### src/rtl/y86_pkg.sv
// y86_pkg: shared Y86 instruction codes for the PC-update / RAS slice.
// Rev 1.0
`default_nettype none

package y86_pkg;

  localparam logic [3:0] I_HALT   = 4'h0;
  localparam logic [3:0] I_NOP    = 4'h1;
  localparam logic [3:0] I_RRMOVQ = 4'h2;
  localparam logic [3:0] I_IRMOVQ = 4'h3;
  localparam logic [3:0] I_RMMOVQ = 4'h4;
  localparam logic [3:0] I_MRMOVQ = 4'h5;
  localparam logic [3:0] I_OPQ    = 4'h6;
  localparam logic [3:0] I_JXX    = 4'h7;
  localparam logic [3:0] I_CALL   = 4'h8;
  localparam logic [3:0] I_RET    = 4'h9;
  localparam logic [3:0] I_PUSHQ  = 4'hA;
  localparam logic [3:0] I_POPQ   = 4'hB;

  localparam logic [3:0] I_MAX    = 4'hB;

endpackage

`default_nettype wire

### src/rtl/ras_stack.sv
// ras_stack: circular return-address stack with saturating occupancy count.
// Rev 1.0
`default_nettype none

module ras_stack #(
  parameter int ADDR_W    = 64,
  parameter int RAS_DEPTH = 8
) (
  input  logic                           clk,
  input  logic                           reset,
  input  logic                           push,
  input  logic                           pop,
  input  logic [ADDR_W-1:0]              push_data,
  output logic [ADDR_W-1:0]              top_data,
  output logic [$clog2(RAS_DEPTH):0]     count
);

  localparam int PTR_W = $clog2(RAS_DEPTH);
  localparam int CNT_W = PTR_W + 1;
  localparam logic [CNT_W-1:0] FULL = CNT_W'(RAS_DEPTH);

  logic [ADDR_W-1:0] r_mem [RAS_DEPTH];
  logic [PTR_W-1:0]  r_top;
  logic [CNT_W-1:0]  r_count;
  logic [PTR_W-1:0]  w_top_inc;
  logic [PTR_W-1:0]  w_top_dec;

  // Power-of-two depth lets the pointer wrap by plain truncation.
  assign w_top_inc = PTR_W'(r_top + 1'b1);
  assign w_top_dec = PTR_W'(r_top - 1'b1);

  always_ff @(posedge clk) begin
    if (reset) begin
      r_top   <= '0;
      r_count <= '0;
    end else if (push) begin
      r_top <= w_top_inc;
      if (r_count != FULL) r_count <= r_count + 1'b1;
    end else if (pop && (r_count != '0)) begin
      r_top   <= w_top_dec;
      r_count <= r_count - 1'b1;
    end
  end

  // Entries need no reset: top_data is masked while the stack is empty.
  always_ff @(posedge clk) begin
    if (!reset && push) r_mem[w_top_inc] <= push_data;
  end

  assign top_data = (r_count == '0) ? '0 : r_mem[r_top];
  assign count    = r_count;

endmodule

`default_nettype wire

### src/rtl/pc_update_ras.sv
// pc_update_ras: registered next-PC select with return-address prediction,
// stall hold, sticky halt and invalid-icode flags. Rev 1.0
`default_nettype none

module pc_update_ras
  import y86_pkg::*;
#(
  parameter int              ADDR_W    = 64,
  parameter int              RAS_DEPTH = 8,
  parameter logic [ADDR_W-1:0] RESET_PC = '0
) (
  input  logic              clk,
  input  logic              reset,
  input  logic              stall,
  input  logic [3:0]        icode,
  input  logic              cnd,
  input  logic [ADDR_W-1:0] valc,
  input  logic [ADDR_W-1:0] valM,
  input  logic [ADDR_W-1:0] valP,
  output logic [ADDR_W-1:0] PC,
  output logic [ADDR_W-1:0] ras_top,
  output logic              ras_valid,
  output logic              ras_mispredict,
  output logic              halted,
  output logic              bad_icode
);

  localparam int CNT_W = $clog2(RAS_DEPTH) + 1;

  logic [ADDR_W-1:0] r_pc;
  logic              r_mispredict;
  logic              r_halted;
  logic              r_bad_icode;
  logic              w_hold;
  logic              w_push;
  logic              w_pop;
  logic [CNT_W-1:0]  w_count;

  assign w_hold = stall | r_halted | r_bad_icode;
  assign w_push = !w_hold && (icode == I_CALL);
  assign w_pop  = !w_hold && (icode == I_RET) && ras_valid;

  ras_stack #(
    .ADDR_W    (ADDR_W),
    .RAS_DEPTH (RAS_DEPTH)
  ) u_ras (
    .clk       (clk),
    .reset     (reset),
    .push      (w_push),
    .pop       (w_pop),
    .push_data (valP),
    .top_data  (ras_top),
    .count     (w_count)
  );

  assign ras_valid = (w_count != '0);

  always_ff @(posedge clk) begin
    if (reset) begin
      r_pc         <= RESET_PC;
      r_mispredict <= 1'b0;
      r_halted     <= 1'b0;
      r_bad_icode  <= 1'b0;
    end else if (w_hold) begin
      r_mispredict <= 1'b0;
    end else begin
      // A ret into an empty stack has no prediction and counts as a miss.
      r_mispredict <= (icode == I_RET) && (!ras_valid || (ras_top != valM));
      if (icode > I_MAX) begin
        r_bad_icode <= 1'b1;
      end else begin
        case (icode)
          I_HALT:  r_halted <= 1'b1;
          I_CALL:  r_pc     <= valc;
          I_RET:   r_pc     <= valM;
          I_JXX:   r_pc     <= cnd ? valc : valP;
          default: r_pc     <= valP;
        endcase
      end
    end
  end

  assign PC             = r_pc;
  assign ras_mispredict = r_mispredict;
  assign halted         = r_halted;
  assign bad_icode      = r_bad_icode;

endmodule

`default_nettype wire

### config.mk
export PLATFORM = sky130hd
export DESIGN_NAME = pc_update_ras
export DESIGN_NICKNAME = d
export VERILOG_FILES = /design/src/rtl/y86_pkg.sv /design/src/rtl/ras_stack.sv /design/src/rtl/pc_update_ras.sv
export SDC_FILE = /design/constraint.sdc
export NUM_CORES = 1
export LEC_CHECK = 0
export CAP_MARGIN = 20
export CORE_ASPECT_RATIO = 0.75
export CORE_MARGIN = 5
export CORE_UTILIZATION = 30
export CTS_CLUSTER_DIAMETER = 60
export CTS_CLUSTER_SIZE = 28
export DETAILED_ROUTE_END_ITERATION = 16
export SETUP_SLACK_MARGIN = 0.1
export SKIP_LAST_GASP = 1
export SYNTH_ARGS = -nofsm -noshare
export SYNTH_HDL_FRONTEND = slang
export SYNTH_SLANG_ARGS = --single-unit
export TNS_END_PERCENT = 10
### constraint.sdc
create_clock -name clk -period 10.7 [get_ports clk]
set_clock_uncertainty 0.05 [all_clocks]
set_input_delay 2.14 -clock clk [delete_from_list [all_inputs] [get_ports clk]]
set_output_delay 2.14 -clock clk [all_outputs]
set_load 0.005 [all_outputs]
==> metrics.txt <==
run status=completed; post-DR vias/cell=between 5 and 6; critical path fanouts, max=28; fin. max-slew vios=0; Netlist cell types=between 40 and 50; vias in the first global route=14,100; DRC errors left=0; RSZ-0062 raised after global routing=false; async set-reset flop share out of synthesis=0; met3 WL=approximately 7.6 mm; Worst setup EP type=primary output; final hold violation count=0; Final Wtd Congestion=approximately 0.81; Critical Path Sink=ras_top[41]; Initial Utilization=0.301; postcts setup bufs=0; CORE AREA=a little under 0.08 mm²; Min Clock Period, post-route=approximately 6000 ps; Syn. warnings=0; I/O Pins=332; die height=253 µm; EDFF count, synth=just over 500; Routed WL=74.6 mm; CTS resizes=0; met2 routed WL=approximately 32 mm; Detail Placement HPWL=about 48 mm; Slew HR=0.228; commonest non-fill, non-tap cells in the layout=edfxtp_1 (512), clkdlybuf4s50_1 (330), mux4_2 (119); Leak Pwr=9.19 nW; Overflow after GRT=0; DRT Pass-1 Iters=5; CTS tree=built; startpoint types=flip-flop; r2r worst-path depth=10; Mapped Area=roughly 0.024 mm²; initial antenna violation count=9; # clock sinks=589; row count=89; DR WL/cell=27.3 µm; leading area contributor after synthesis=edfxtp_1; largest net degree at the start of global routing=between 80 and 90; Yosys top cell area share=0.654; latest clock arrival within the worst-skew pair=about 600 ps; met1 wire length=34.1 mm; CP arrival=approximately 3800 ps; gr usage total=0.171; Final nets=approximately 1,900; Syn Inst Count=1,333; Cell Pwr Density=160 mW/mm²; min-delay worst type=flip-flop to flip-flop; worst setup path class=flip-flop to primary output; H-Tree Depth=2; first-pass GRT wire length=between 100 and 150 mm; Core Util, Final=0.381; Peak VDD IR=0.000126 V; Area Overhead vs Synth=26.6%; critical path startpoint=u_ras.count[0]; post-synthesis sequential area ratio=0.719; most common cell after layout, fill and taps aside=edfxtp_1; 1st-iter DRT viols=1,316; Slew @ Worst Pin=approximately 1200 ps; WP data required=about 8500 ps; final worst path period share=0.560; worst r2r dst=ras_mispredict; dominant synthesized flop cell=edfxtp_1; hold_buf cts=0; die area=0.0842 mm²; DR vias=around 14,000; setup TNS=0 ps; Synth Register Bits=approximately 600; root cell of the clock tree=clkbuf_16; Max-Cap Viols=0; clk slew on worst S/H paths=about 80 ps; Setup violations, final=0; DRT antenna net count=0; design area=a little under 0.03 mm²; proportion of layout cells with a drive suffix above 1=0.142; Avg Inst Size Synth=between 15 and 20 µm²; total CTS buffers=41; dpl cell area=0.0281 mm²; number of port buffers=approximately 330; syn_nets=approximately 1,500; buffer depth of the longest clock path=3; Highest Clock Rate=roughly 0.17 GHz; die width=approximately 330 µm; flop-to-flop setup slack=6350 ps; top post-synthesis cells by area=edfxtp_1 (65%), mux4_2 (11%), dfxtp_1 (6.6%); highest metal used=met5
## metrics by stage
step | hold WS, ps | setup WS (ps) | instances | total power [mW]
final | 442 | 4710 | 2733 | 4.77
after global routing | 461 | 4480 | 2733 | 4.93
after CTS | 446 | 4640 | 2728 | 4.81
after detailed placement | 430 | 4620 | 2652 | 2.99
after global placement | 428 | 4640 | 2652 | 2.98
after floorplan | 434 | 2170 | 1333 | 2.71
## worst max-delay path, stage by stage, from the launching register on
cell and delay (ps):
dfxtp_1 500, nor4_4 90, buf_4 260, inv_2 230, and2_2 560, buf_4 520
a22o_1 370, clkdlybuf4s50_1 640
## cell type report
class                           count  area (µm²)
Inverter                           11        41.3
Fill cell                        7228       48400
Timing Repair Buffer              357        3550
Tap cell                         1046        1310
Antenna cell                        4        10.0
Sequential cell                   589       16900
Clock inverter                     29         537
Clock buffer                       47        1090
Multi-Input combinational cell    650        6310
## synth_stat cells, types with 34 or more instances
library cell	instances
edfxtp_1	512
mux4_2	119
dfxtp_1	77
a21oi_1	72
nor2_1	65
xnor2_1	54
clkbuf_1	53
a22o_1	46
nand2_1	46
o21ai_0	43
a221oi_1	41
nor3_1	34
## how the worst min path moves through the flow
stage                       from      to  slack (ps)  cells after the start
after floorplan           PC[31]  PC[31]         430                      2
after global placement    PC[50]  PC[50]         430                      2
after detailed placement  PC[50]  PC[50]         430                      2
after CTS                 PC[50]  PC[50]         450                      2
after global routing      PC[31]  PC[31]         460                      2
final                     PC[50]  PC[50]         440                      2
## power breakdown
part	switching [mW]	internal [mW]
combinational	0.216	0.189
clock	0.972	0.858
sequential	0.0184	2.51
## routing by layer
layer,vias up,track usage
li1,6056,-
met4,8,0.0361
met3,66,0.0588
met1,7439,0.252
met5,-,0
met2,636,0.244
## cell families (layout without fill, tap and decap cells)
family                     count (synthesis)  after routing  synth area share
xor gates and xnor gates                  63             63            0.0235
adders and majority gates                  5              5           0.00298
AOI/OAI and AO/OA                        246            246            0.0740
DFF                                      589            589             0.719
other                                      0              4                 0
muxes                                    149            149             0.127
buffers and inverters                     94            444            0.0172
and+or+nand+nor                          187            187            0.0367
## flip-flops by register name, summed over array words and instances (netlist names), named ones only
| signal | count |
|---|---|
| u_ras.r_mem | 512 |
| PC | 64 |
| bad_icode | 1 |
| ras_mispredict | 1 |
| u_ras.r_top | 3 |
| u_ras.count | 4 |
| halted | 1 |
No activity file was read; power rests on OpenSTA's default activity.
